<file path="src/rtl/line_buf_scanout.sv">
// line_buf_scanout
//   Reader end of the ping-pong scanline buffers. When line_start arrives it
//   streams one completed line out of bank A or B as a valid/ready pixel
//   stream. After the last pixel is accepted it releases the bank to the
//   tile renderer with a bank_done pulse.
//
//   Optional feature macro: LINE_CLEAR_ON_READ_EN. When it is defined, the
//   bank is zero-filled (one address per cycle) after the drain and before
//   bank_done is raised.
//
// Ports
//   wb_clk_i, wb_rst_i        clock, synchronous active-high reset
//   line_start, line_bank     scanout request pulse and bank select (0=A, 1=B)
//   busy, bank_done, overrun  status: line active, bank released, request dropped
//   pix_valid/ready           pixel stream handshake
//   pix_rgb/attr/last         pixel payload {r,g,b}, d channel, end of line
//   {a,b}_cen/gwen/addr/wen/d bank RAM controls (active-low enables), {d,b,g,r} lanes
//   {a,b}_q                   bank read data, valid the cycle after a read
module line_buf_scanout #(
  parameter int LINE_LEN   = 256,
  parameter int RAM_A_BITS = 8,
  parameter int RAM_D_BITS = 8
) (
  input  logic                    wb_clk_i,
  input  logic                    wb_rst_i,
  input  logic                    line_start,
  input  logic                    line_bank,
  output logic                    busy,
  output logic                    bank_done,
  output logic                    overrun,
  output logic                    pix_valid,
  input  logic                    pix_ready,
  output logic [3*RAM_D_BITS-1:0] pix_rgb,
  output logic [RAM_D_BITS-1:0]   pix_attr,
  output logic                    pix_last,
  output logic                    a_cen,
  output logic                    a_gwen,
  output logic [RAM_A_BITS-1:0]   a_addr,
  output logic [4*RAM_D_BITS-1:0] a_wen,
  output logic [4*RAM_D_BITS-1:0] a_d,
  input  logic [4*RAM_D_BITS-1:0] a_q,
  output logic                    b_cen,
  output logic                    b_gwen,
  output logic [RAM_A_BITS-1:0]   b_addr,
  output logic [4*RAM_D_BITS-1:0] b_wen,
  output logic [4*RAM_D_BITS-1:0] b_d,
  input  logic [4*RAM_D_BITS-1:0] b_q
);
  localparam int DW = 4*RAM_D_BITS;
  localparam logic [RAM_A_BITS-1:0] LAST_ADDR = RAM_A_BITS'(LINE_LEN-1);

`ifdef LINE_CLEAR_ON_READ_EN
  typedef enum logic [1:0] {IDLE = 2'd0, READ = 2'd1, DRAIN = 2'd2, CLEAR = 2'd3} state_t;
`else
  typedef enum logic [1:0] {IDLE = 2'd0, READ = 2'd1, DRAIN = 2'd2} state_t;
`endif

  // The field order matches the RAM lane order {d,b,g,r}, so a q word
  // can be written into an entry without reshuffling.
  typedef struct packed {
    logic                  last;
    logic [RAM_D_BITS-1:0] d;
    logic [RAM_D_BITS-1:0] b;
    logic [RAM_D_BITS-1:0] g;
    logic [RAM_D_BITS-1:0] r;
  } pix_t;

  state_t                state, state_nxt;
  logic                  bank_q;
  logic [RAM_A_BITS-1:0] rd_addr;
  logic                  inflight, inflight_last;
  pix_t                  fifo [2];
  logic                  wr_ptr, rd_ptr;
  logic [1:0]            cnt;
  pix_t                  head;
  logic                  run, pop, accept, room, issue, last_issue, clearing, sel_bank;
  logic [RAM_A_BITS-1:0] issue_addr, ram_addr;
  logic [2:0]            occ;
`ifdef LINE_CLEAR_ON_READ_EN
  logic [RAM_A_BITS-1:0] clr_addr;
`endif

  assign run       = ~wb_rst_i;
  assign head      = fifo[rd_ptr];
  assign pix_valid = (cnt != 2'd0);
  assign pix_last  = pix_valid & head.last;
  assign pix_rgb   = {head.r, head.g, head.b};
  assign pix_attr  = head.d;
  assign pop       = pix_valid & pix_ready;

  // A request is refused in the cycle bank_done is high. That way the
  // renderer always gets at least one cycle of ownership of the bank.
  assign accept = run & (state == IDLE) & line_start & ~bank_done;

  // Address 0 is issued in the accept cycle itself, so the first pixel
  // appears two cycles after line_start. The occupancy check counts this
  // cycle's pop. This keeps a read in flight while the head drains, which
  // sustains 1 pixel/cycle and still never overfills the two FIFO slots.
  assign occ        = {1'b0, cnt} + {2'b0, inflight} - {2'b0, pop};
  assign room       = (occ < 3'd2);
  assign issue      = accept | (run & (state == READ) & room);
  assign issue_addr = (state == IDLE) ? '0 : rd_addr;
  assign last_issue = issue & (issue_addr == LAST_ADDR);
  assign sel_bank   = (state == IDLE) ? line_bank : bank_q;

`ifdef LINE_CLEAR_ON_READ_EN
  assign clearing = run & (state == CLEAR);
`else
  assign clearing = 1'b0;
`endif

  // State register
  always_ff @(posedge wb_clk_i) begin
    if (wb_rst_i) state <= IDLE;
    else          state <= state_nxt;
  end

  // Next state
  always_comb begin
    state_nxt = state;
    case (state)
      IDLE:  if (accept) state_nxt = last_issue ? DRAIN : READ;
      READ:  if (last_issue) state_nxt = DRAIN;
`ifdef LINE_CLEAR_ON_READ_EN
      DRAIN: if (pop & pix_last) state_nxt = CLEAR;
      CLEAR: if (clr_addr == LAST_ADDR) state_nxt = IDLE;
`else
      DRAIN: if (pop & pix_last) state_nxt = IDLE;
`endif
      default: state_nxt = IDLE;
    endcase
  end

  // Outputs: the bank that is not selected stays fully deasserted.
  always_comb begin
    busy = (state != IDLE);
`ifdef LINE_CLEAR_ON_READ_EN
    ram_addr = clearing ? clr_addr : (issue ? issue_addr : '0);
`else
    ram_addr = issue ? issue_addr : '0;
`endif
    a_cen  = ~((issue | clearing) & ~sel_bank);
    b_cen  = ~((issue | clearing) &  sel_bank);
    a_gwen = ~(clearing & ~sel_bank);
    b_gwen = ~(clearing &  sel_bank);
    a_wen  = {DW{a_gwen}};
    b_wen  = {DW{b_gwen}};
    a_addr = ~sel_bank ? ram_addr : '0;
    b_addr =  sel_bank ? ram_addr : '0;
    a_d    = '0;
    b_d    = '0;
  end

  // Read pipeline, output FIFO and status pulses
  always_ff @(posedge wb_clk_i) begin
    if (wb_rst_i) begin
      bank_q        <= 1'b0;
      rd_addr       <= '0;
      inflight      <= 1'b0;
      inflight_last <= 1'b0;
      fifo[0]       <= '0;
      fifo[1]       <= '0;
      wr_ptr        <= 1'b0;
      rd_ptr        <= 1'b0;
      cnt           <= 2'd0;
      bank_done     <= 1'b0;
      overrun       <= 1'b0;
    end else begin
      if (accept) bank_q <= line_bank;
      if (issue)  rd_addr <= issue_addr + 1'b1;
      inflight      <= issue;
      inflight_last <= last_issue;
      if (inflight) begin
        fifo[wr_ptr] <= {inflight_last, (bank_q ? b_q : a_q)};
        wr_ptr       <= ~wr_ptr;
      end
      if (pop) rd_ptr <= ~rd_ptr;
      cnt       <= cnt + {1'b0, inflight} - {1'b0, pop};
      bank_done <= (state != IDLE) & (state_nxt == IDLE);
      overrun   <= line_start & ((state != IDLE) | bank_done);
    end
  end

`ifdef LINE_CLEAR_ON_READ_EN
  always_ff @(posedge wb_clk_i) begin
    if (wb_rst_i)              clr_addr <= '0;
    else if (state == CLEAR)   clr_addr <= clr_addr + 1'b1;
    else                       clr_addr <= '0;
  end
`endif

endmodule
</file>
<file path="config.mk">
export PLATFORM = sky130hd
export DESIGN_NAME = line_buf_scanout
export DESIGN_NICKNAME = d
export VERILOG_FILES = /design/src/rtl/line_buf_scanout.sv
export SDC_FILE = /design/constraint.sdc
export NUM_CORES = 1
export LEC_CHECK = 0
export CORE_MARGIN = 5
export CORE_UTILIZATION = 64
export DETAILED_ROUTE_END_ITERATION = 12
export DONT_BUFFER_PORTS = 1
export PLACE_DENSITY = 0.8
export SYNTH_ARGS = -nofsm -noshare
export SYNTH_HDL_FRONTEND = slang
export SYNTH_SLANG_ARGS = --single-unit
</file>
<file path="constraint.sdc">
create_clock -name wb_clk_i -period 4.69 [get_ports wb_clk_i]
set_input_delay 0.469 -clock wb_clk_i [delete_from_list [all_inputs] [get_ports wb_clk_i]]
set_output_delay 0.469 -clock wb_clk_i [all_outputs]
set_load 0.02 [all_outputs]
</file>
==> results.md, run 1 <==
- Worst Hold End: rd_addr[7]$_SDFFE_PP0N_
- Post-synth EDFFs: 66
- H-Tree Depth: 3
- FF-to-FF setup slack: 1090 ps
- Most frequent cells in the layout: 130 x conb_1, 76 x nor2_1, 66 x edfxtp_1
- Syn Std Cell Area: 5010 sq um
- Antenna violations before repair: 0
- CTS Hold Bufs: 0
- Setup violators final: 0
- First-pass GRT wire length: 14400 um
- Maximum vdd ir drop: 0.231 mV
- TritonCTS sink count: 86
- Seq/Total Area, Yosys: 47.5%
- Antenna Cells: 0
- IO Port Bufs: 0
- Power density cells: 451 nW/um^2
- Final Critical Period: 3990 ps
- Vias in the first global route: 2754
- Area growth syn-to-layout: -3.82%
- Worst Slack Setup Final: 698 ps
- Main flop type after synthesis: edfxtp_1
- Relative slew slack: 21.6%
- Final hold vios: 0
- Setup CP Type: reg2out
- Worst EP required: 4220 ps
- Dpl cell area: 4600 sq um
- Total track usage: 18.5%
- RSZ-0062 raised after global routing: no
- CP Max Fanout: 10
- Hold_sp: wb_rst_i
- Clk_lat worst skew: 340 ps
- Distinct cells, synth: 41
- Clock slew at reported path FFs: 90 ps
- Largest area contributor in the netlist: edfxtp_1
- Max Cap Viol: 0
- R2R Path End: rd_addr[7]$_SDFFE_PP0N_
- Placement Setup Slack: 1110 ps
- Final period utilization: 85.1%
- FP Rows: 32
- Clock Path Buffers: 2
- Critical Path AT: 3520 ps
- Leak: 2.00 nW
- Root buffer cell: clkbuf_8
- Cts repair resizes: 0
- Detail Placement HPWL: 6700 um
- Crit Reg-Reg Startpoint: cnt[1]$_SDFF_PP0_
- Actual slew at the worst max-slew pin: 1180 ps
- Fin. max-slew vios: 0
- DRC violations left: 0
- Synth top area cells: edfxtp_1 40%, buf_4 19%, dfxtp_1 8.0%
- Final wirelength: 9470 um
- Io pins: 254
- Post-Synthesis Cells: 469
- TritonCTS buffer count: 9
- Initial Utilization: 65.2%
- Startpoint types: register
- Crit path launch: cnt[1]$_SDFF_PP0_
- Final #Nets: 536
- Grt total ovfl: 0
- Asr flop ratio synth: 0%
- Most common cell after layout, fill and taps aside: conb_1
- Post CTS Setup Buffer Count: 0
- Synthesized area per cell: 10.7 sq um
- Final non-filler cell area: 4820 sq um
- Reg2Reg Depth: 10
- Total number of vias: 2826
- Worst path max stage delay: 650 ps
- Vias per std cell: 4.96
- Largest net degree at the start of global routing: 46
- Critical Path Slowest Stage Cell: or4b_1
- Average wire per standard cell: 16.6 um
- Buf/Inv on CP: 2
- Max Clock Freq: 250 MHz
- Antenna viol nets, final: 0
- Synth Register Bits: 86
- Initial DRC Count: 127
- RePlAce Congestion: 0.809
- CORE AREA: 7690 sq um
- Hold depth: 1
- Cells along the critical path: o21ai_0 -> inv_1 -> ha_1 -> inv_1 -> ha_1 -> fa_1 -> or4b_1 -> nor2_1 -> and3_1
- Total die area: 9700 sq um
- Hold/Removal Path Class: in2reg
- Sum Neg Setup Slack: 0 ps
- # fillers: 630
- Die H: 98.5 um
- CP Capture Type: output pin
- Ys Warns: 0
- Top cell type's share of synthesized area: 39.5%
- Family with the most delay on the worst path: simple AND/OR/NAND/NOR gates
- Die Width: 98.5 um
- CTS tree: built
- Status: finished, final reports clean
- Share of cells above drive strength 1: 12.8%
- Drt pass-1 iters: 4
- Clk_skew: 7.35 ps
where the power goes:
part	switching, mW	internal [mW]	total (mW)
Combinational	0.411	0.176	0.587
Sequential	0.0896	0.928	1.02
Clock	0.266	0.302	0.568
kinds of logic after synthesis:
logic type,Yosys count,synth area share (%)
other cells,2,0.150
flops,86,47.5
mux,68,14.4
buf+inv,159,21.8
fa+ha+maj,4,1.15
xor+xnor,3,0.524
compound gates,18,2.70
simple gates,129,11.8
worst max path at each step:
stage,end,slack [ps],cells after the start
2_1_floorplan,a_addr[4],1340,9
3_3_place_gp,a_addr[5],1180,8
3_5_place_dp,a_addr[5],1110,8
4_1_cts,a_addr[5],710,8
5_1_grt,a_addr[0],430,9
6_report,b_addr[0],700,9
registers in the layout, summed over array words and instances (netlist names), named ones only:
name and count:
rd_ptr 1, bank_done 1, rd_addr 8, inflight 1
state 2, wr_ptr 1, cnt 2, bank_q 1
overrun 1, fifo 66, inflight_last 1
cells in the mapped netlist, types with 5 or more instances:
master / n
dfxtp_1: 20
and2_1: 8
nand3_1: 5
clkbuf_1: 15
inv_1: 10
edfxtp_1: 66
buf_4: 130
mux2i_1: 35
nand2_1: 11
a21oi_1: 5
nor3_1: 5
mux2_2: 33
and3_1: 9
nor2_1: 76
routing by layer:
layer / wire length (um) / global-route usage [%] / vias up
li1: - / - / 1324
met3: 757 / 5.87 / 2
met4: 48 / 4.52 / 0
met2: 5120 / 33.4 / 143
met5: 0 / 0 / -
met1: 3540 / 21.4 / 1357
stage by stage:
stage / utilization [%] / instances / power, mW / hold slack [ps]
floorplan: - / 597 / 1.61 / 463
global placement: 59.8 / 554 / 1.61 / 483
detailed placement: 59.8 / 554 / 1.62 / 487
CTS: 62.7 / 570 / 2.19 / 161
global route: 62.7 / 570 / 2.28 / 154
finish: 62.7 / 570 / 2.17 / 186
cell type report:
cell class | count | area, sq um | area share (%)
well taps | 102 | 128 | 2.65
flip-flops and latches | 86 | 2380 | 49.5
clock inverters | 7 | 97.6 | 2.02
inverters | 10 | 37.5 | 0.778
repair buffers | 4 | 30.0 | 0.623
multi-input cells | 352 | 2020 | 41.9
clock buffers | 9 | 124 | 2.57
worst reg2reg max path, stage by stage (launching register included):
cell and delay, ps:
dfxtp_1 340, o21ai_0 350, inv_1 90, ha_1 280, inv_1 40, ha_1 180, fa_1 440, or4b_1 650
or4_4 570, or3_1 370, a221oi_2 230
No activity file was read; power rests on OpenSTA's default activity.
==> inputs of run 2 (changes only) <==
--- a/config.mk
+++ b/config.mk
@@ -5,11 +5,12 @@
 export SDC_FILE = /design/constraint.sdc
 export NUM_CORES = 1
 export LEC_CHECK = 0
-export CORE_MARGIN = 5
-export CORE_UTILIZATION = 64
+export CORE_AREA = 4 4 97 99
 export DETAILED_ROUTE_END_ITERATION = 12
+export DIE_AREA = 0 0 101 103
 export DONT_BUFFER_PORTS = 1
-export PLACE_DENSITY = 0.8
+export PLACE_DENSITY = 0.74
+export SKIP_CTS_REPAIR_TIMING = 1
 export SYNTH_ARGS = -nofsm -noshare
 export SYNTH_HDL_FRONTEND = slang
 export SYNTH_SLANG_ARGS = --single-unit
==> results.md, run 2 (synthesized netlist as in run 1, its figures left out) <==
- Total die area: 10400 sq um (was 9700 sq um)
- Average wire per standard cell: 15.9 um (was 16.6 um)
- FF-to-FF setup slack: 1110 ps (was 1090 ps)
- Sw Pwr: 0.767 mW (about the same)
- Final period utilization: 85.3% (was 85.1%)
- Switch share: 36.2% (was 35.3%)
- Share of power burned in registers: 47.7% (was 46.8%)
- Sum Neg Setup Slack: 0 ps (unchanged)
- Detail Placement HPWL: 6490 um (was 6700 um)
- Setup violators final: 0 (unchanged)
- Total number of vias: 2845 (was 2826)
- First-pass GRT wire length: 13000 um (was 14400 um)
- Critical Path AT: 3530 ps (was 3520 ps)
- Vias per std cell: 4.93 (was 4.96)
- Total track usage: 16.2% (was 18.5%)
- Final #Nets: 537 (was 536)
- Relative slew slack: 35.8% (was 21.6%)
- CP Capture Type: output pin (unchanged)
- # fillers: 763 (was 630)
- Io pins: 254 (unchanged)
- Root buffer cell: clkbuf_8 (unchanged)
- Grt total ovfl: 0 (unchanged)
- Comb power frac: 28.0% (was 27.0%)
- Reg2Reg Depth: 10 (unchanged)
- Fin util: 56.3% (was 62.7%)
- Final Critical Period: 4000 ps (was 3990 ps)
- Fin. max-slew vios: 0 (unchanged)
- DRC violations left: 0 (unchanged)
- Hold/Removal Path Class: in2reg (unchanged)
- CORE AREA: 8550 sq um (was 7690 sq um)
- Top reg by flops: fifo (unchanged)
- Max reg flops: 66 (unchanged)
- TritonCTS buffer count: 9 (unchanged)
- Startpoint types: register (unchanged)
- Initial DRC Count: 85 (was 127)
- Clk_lat worst skew: 340 ps (about the same)
- Most frequent cells in the layout: 130 x conb_1, 76 x nor2_1, 66 x edfxtp_1 (unchanged)
- Area of the multi-input gates: 2020 sq um (unchanged)
- Final hold vios: 0 (unchanged)
- TritonCTS sink count: 86 (unchanged)
- Setup CP Type: reg2out (unchanged)
- Worst Hold End: bank_q$_SDFFE_PP0P_ (was rd_addr[7]$_SDFFE_PP0N_)
- Max Clock Freq: 250 MHz (about the same)
- Clock Path Buffers: 2 (unchanged)
- Initial Utilization: 58.6% (was 65.2%)
- Antenna viol nets, final: 0 (unchanged)
- H-Tree Depth: 3 (unchanged)
- R2R Path End: rd_addr[7]$_SDFFE_PP0N_ (unchanged)
- Clock slew at reported path FFs: 90 ps (about the same)
- Largest net degree at the start of global routing: 34 (was 46)
- Final wirelength: 9180 um (was 9470 um)
- Leak: 2.00 nW (about the same)
- Maximum vdd ir drop: 0.284 mV (was 0.231 mV)
- Hold depth: 1 (unchanged)
- Die Width: 101 um (was 98.5 um)
- Power density cells: 440 nW/um^2 (was 451 nW/um^2)
- Actual slew at the worst max-slew pin: 955 ps (was 1180 ps)
- Clk_skew: 11.0 ps (was 7.35 ps)
- Antenna Cells: 0 (unchanged)
- Max Cap Viol: 0 (unchanged)
- Clk network pwr share: 24.3% (was 26.1%)
- Antenna violations before repair: 0 (unchanged)
- Crit Reg-Reg Startpoint: cnt[1]$_SDFF_PP0_ (unchanged)
- RSZ-0062 raised after global routing: no (unchanged)
- IO Port Bufs: 0 (unchanged)
- Area growth syn-to-layout: -4.02% (was -3.82%)
- Share of cells above drive strength 1: 12.8% (about the same)
- RePlAce Congestion: 0.823 (was 0.809)
- Most common cell after layout, fill and taps aside: conb_1 (unchanged)
- Hold_sp: wb_rst_i (unchanged)
- CP Max Fanout: 10 (unchanged)
- Drt pass-1 iters: 4 (unchanged)
- Internal power: 1.35 mW (was 1.41 mW)
- Worst EP required: 4220 ps (about the same)
- CTS tree: built (unchanged)
- FP Rows: 34 (was 32)
- Largest regs: fifo x66, rd_addr x8 (unchanged)
- Vias in the first global route: 2545 (was 2754)
- Die H: 103 um (was 98.5 um)
- Status: finished, final reports clean (unchanged)
- Reg area: 2380 sq um (unchanged)
run 2: cell count changes in the layout (fill, tap and decap cells not counted), sizes merged:
cell,delta
bufinv,-1
inv,+1
clkinvlp,-1
buf,+1
clkinv,+1
run 2: power groups by stage:
| stage | Combinational [mW] | Clock (mW) | Sequential [mW] |
|---|---|---|---|
| floorplan | 0.641 | 0 | 0.968 |
| global placement | 0.592 | 0 | 1.02 |
| detailed placement | 0.597 | 0 | 1.03 |
| CTS | 0.600 | 0.528 | 1.01 |
| global route | 0.644 | 0.560 | 1.02 |
| finish | 0.593 | 0.515 | 1.01 |
run 2: how the worst max path moves through the flow:
stage | end | start | cells after the start | slack, ps
after global routing | b_addr[1] | cnt[1]$_SDFF_PP0_ | 9 | 390
after CTS | a_addr[5] | cnt[1]$_SDFF_PP0_ | 8 | 660
after detailed placement | a_addr[5] | cnt[1]$_SDFF_PP0_ | 8 | 1050
after floorplan | a_addr[4] | pix_ready | 9 | 1340
after global placement | a_addr[5] | cnt[1]$_SDFF_PP0_ | 8 | 1160
final | b_addr[2] | cnt[1]$_SDFF_PP0_ | 9 | 690
run 2: final cells by class:
class / instances / share of cell area [%]
sequential: 86 / 49.6
multi-input combinational: 352 / 42.0
tap: 108 / 2.81
clock buffer: 9 / 2.57
clock inverter: 7 / 1.51
timing repair buffer: 5 / 0.780
inverter: 10 / 0.780
run 2: worst max-delay path, stage by stage (launching register included):
cell and delay (ps):
dfxtp_1 340, o21ai_0 330, inv_1 90, ha_1 280
inv_1 40, ha_1 180, fa_1 440, or4b_1 650
nor2_1 480, and3_1 360
run 2: per-stage QoR:
step | hold slack (ps) | instances | worst slack (ps) | instance area, sq um | power [mW]
2_1_floorplan | 463 | 597 | 1340 | 5490 | 1.61
3_3_place_gp | 483 | 561 | 1160 | 4620 | 1.62
3_5_place_dp | 494 | 561 | 1050 | 4620 | 1.63
4_1_cts | 156 | 577 | 656 | 4810 | 2.14
5_1_grt | 147 | 577 | 392 | 4810 | 2.23
6_report | 179 | 577 | 690 | 4810 | 2.12
run 2: layer usage:
metal  up-vias  routed length (um)  track usage, %
met5         -                   0               0
li1       1318                   -               -
met1      1360                3350            19.2
met3        12                 886            4.26
met4         0                 131            6.13
met2       155                4820            28.4
==> edit, RTL diff (config.mk and constraints of run 2) <==
The output `overrun` loses its register stage (`overrun` becomes a continuous assignment).
--- a/src/rtl/line_buf_scanout.sv
+++ b/src/rtl/line_buf_scanout.sv
@@ -165,5 +165,4 @@
       cnt           <= 2'd0;
       bank_done     <= 1'b0;
-      overrun       <= 1'b0;
     end else begin
       if (accept) bank_q <= line_bank;
@@ -178,7 +177,8 @@
       cnt       <= cnt + {1'b0, inflight} - {1'b0, pop};
       bank_done <= (state != IDLE) & (state_nxt == IDLE);
-      overrun   <= line_start & ((state != IDLE) | bank_done);
     end
   end
+
+  assign overrun = line_start & ((state != IDLE) | bank_done);
 
 `ifdef LINE_CLEAR_ON_READ_EN
Formal check against the unedited RTL: not equivalent (Yosys sat finds a counterexample within 4 cycles, from zero or initial values and one cycle with wb_rst_i high).
==> edit against run 2 <==
Synthesized cell count increased by 0.43%. Sequential power about the same. First-iteration DRC count increased by 13%. Cell count decreased by 0.17%. Setup slack improved by 0.16 ns. Synthesized area increased by 1.1%. Die area unchanged. Core utilization increased by 0.28 points. Non-clock buffer count decreased by 2. Sequential share of layout area decreased by 0.66 points. Wire length increased by 0.72%. Design area increased by 0.49%. Sequential cell count decreased by 1. Total power increased by 0.66%. Largest cell class unchanged.
==> edit: results (changes against run 2) <==
met3 usage=2.50% (-1.8 points); leading post-synthesis cells by instance count=sky130_fd_sc_hd__buf_4 (130), sky130_fd_sc_hd__nor2_1 (73), sky130_fd_sc_hd__edfxtp_1 (66); net switching share of the total power=36.6% (+0.35 points); run status=completed; Tot Pwr=2.13 mW (+0.66%); gp weighted congestion=0.831 (+1.0%); crit-path leading delay family=adder cells; Post-DP HPWL=6570 µm (+1.3%); Met1 Wirelength=3670 µm (+9.7%); Cell Count Post-Placement=560 (-0.18%); Critical Path Slowest Stage Cell=sky130_fd_sc_hd__or4b_4; flop-to-flop setup slack=1.55 ns (+0.44 ns); Detail Route met2 WL=4620 µm (-4.1%); worst-case headroom to the max-slew limit=23.4% (-12 points); part of the Yosys area used for sequential elements=46.6% (-0.92 points); largest cells by area after synthesis=sky130_fd_sc_hd__edfxtp_1 (39%), sky130_fd_sc_hd__buf_4 (19%), sky130_fd_sc_hd__dfxtp_1 (7.5%); delay of the slowest cell on the worst path=0.58 ns (-0.07 ns); vias post-DR=2814 (-1.1%); average detailed-routed wire length per instance=16.1 µm (+0.89%); Worst Hold End=state[1]; detailed route wirelength on metal3=829 µm (-6.4%); maximum number of pins on one net before global-route repair=44 (+29%); via count of the first global-routing pass=2477 (-2.7%); Clock buffers and inverters, area share=4.06% (-0.020 points); total of plain and repair buffers excluding clock buffers=3 (-2); CP endpoint=b_cen
[edit: kinds of logic (layout without fill, tap and decap cells)]
| group | count (synthesis) | count (layout) | share of synthesized area (%) |
|---|---|---|---|
| other | 2 | 130 | 0.148 |
| flip-flops | 85 | 85 | 46.6 |
| XOR/XNOR | 3 | 3 | 0.666 |
| buffers and inverters | 160 | 29 | 21.9 |
| multiplexers | 69 | 69 | 14.4 |
| AND/OR/NAND/NOR | 131 | 131 | 12.5 |
| AO/OA/AOI/OAI | 17 | 17 | 2.57 |
| adder cells (fa/ha/maj) | 4 | 4 | 1.14 |
[edit: metrics by stage]
stage	setup WS [ns]	utilization (%)	area [µm²]
6_report	0.848	56.6	4840
5_1_grt	0.644	56.6	4840
4_1_cts	0.827	56.6	4840
3_5_place_dp	1.20	54.3	4640
3_3_place_gp	1.29	54.3	4640
2_1_floorplan	1.34	-	5550
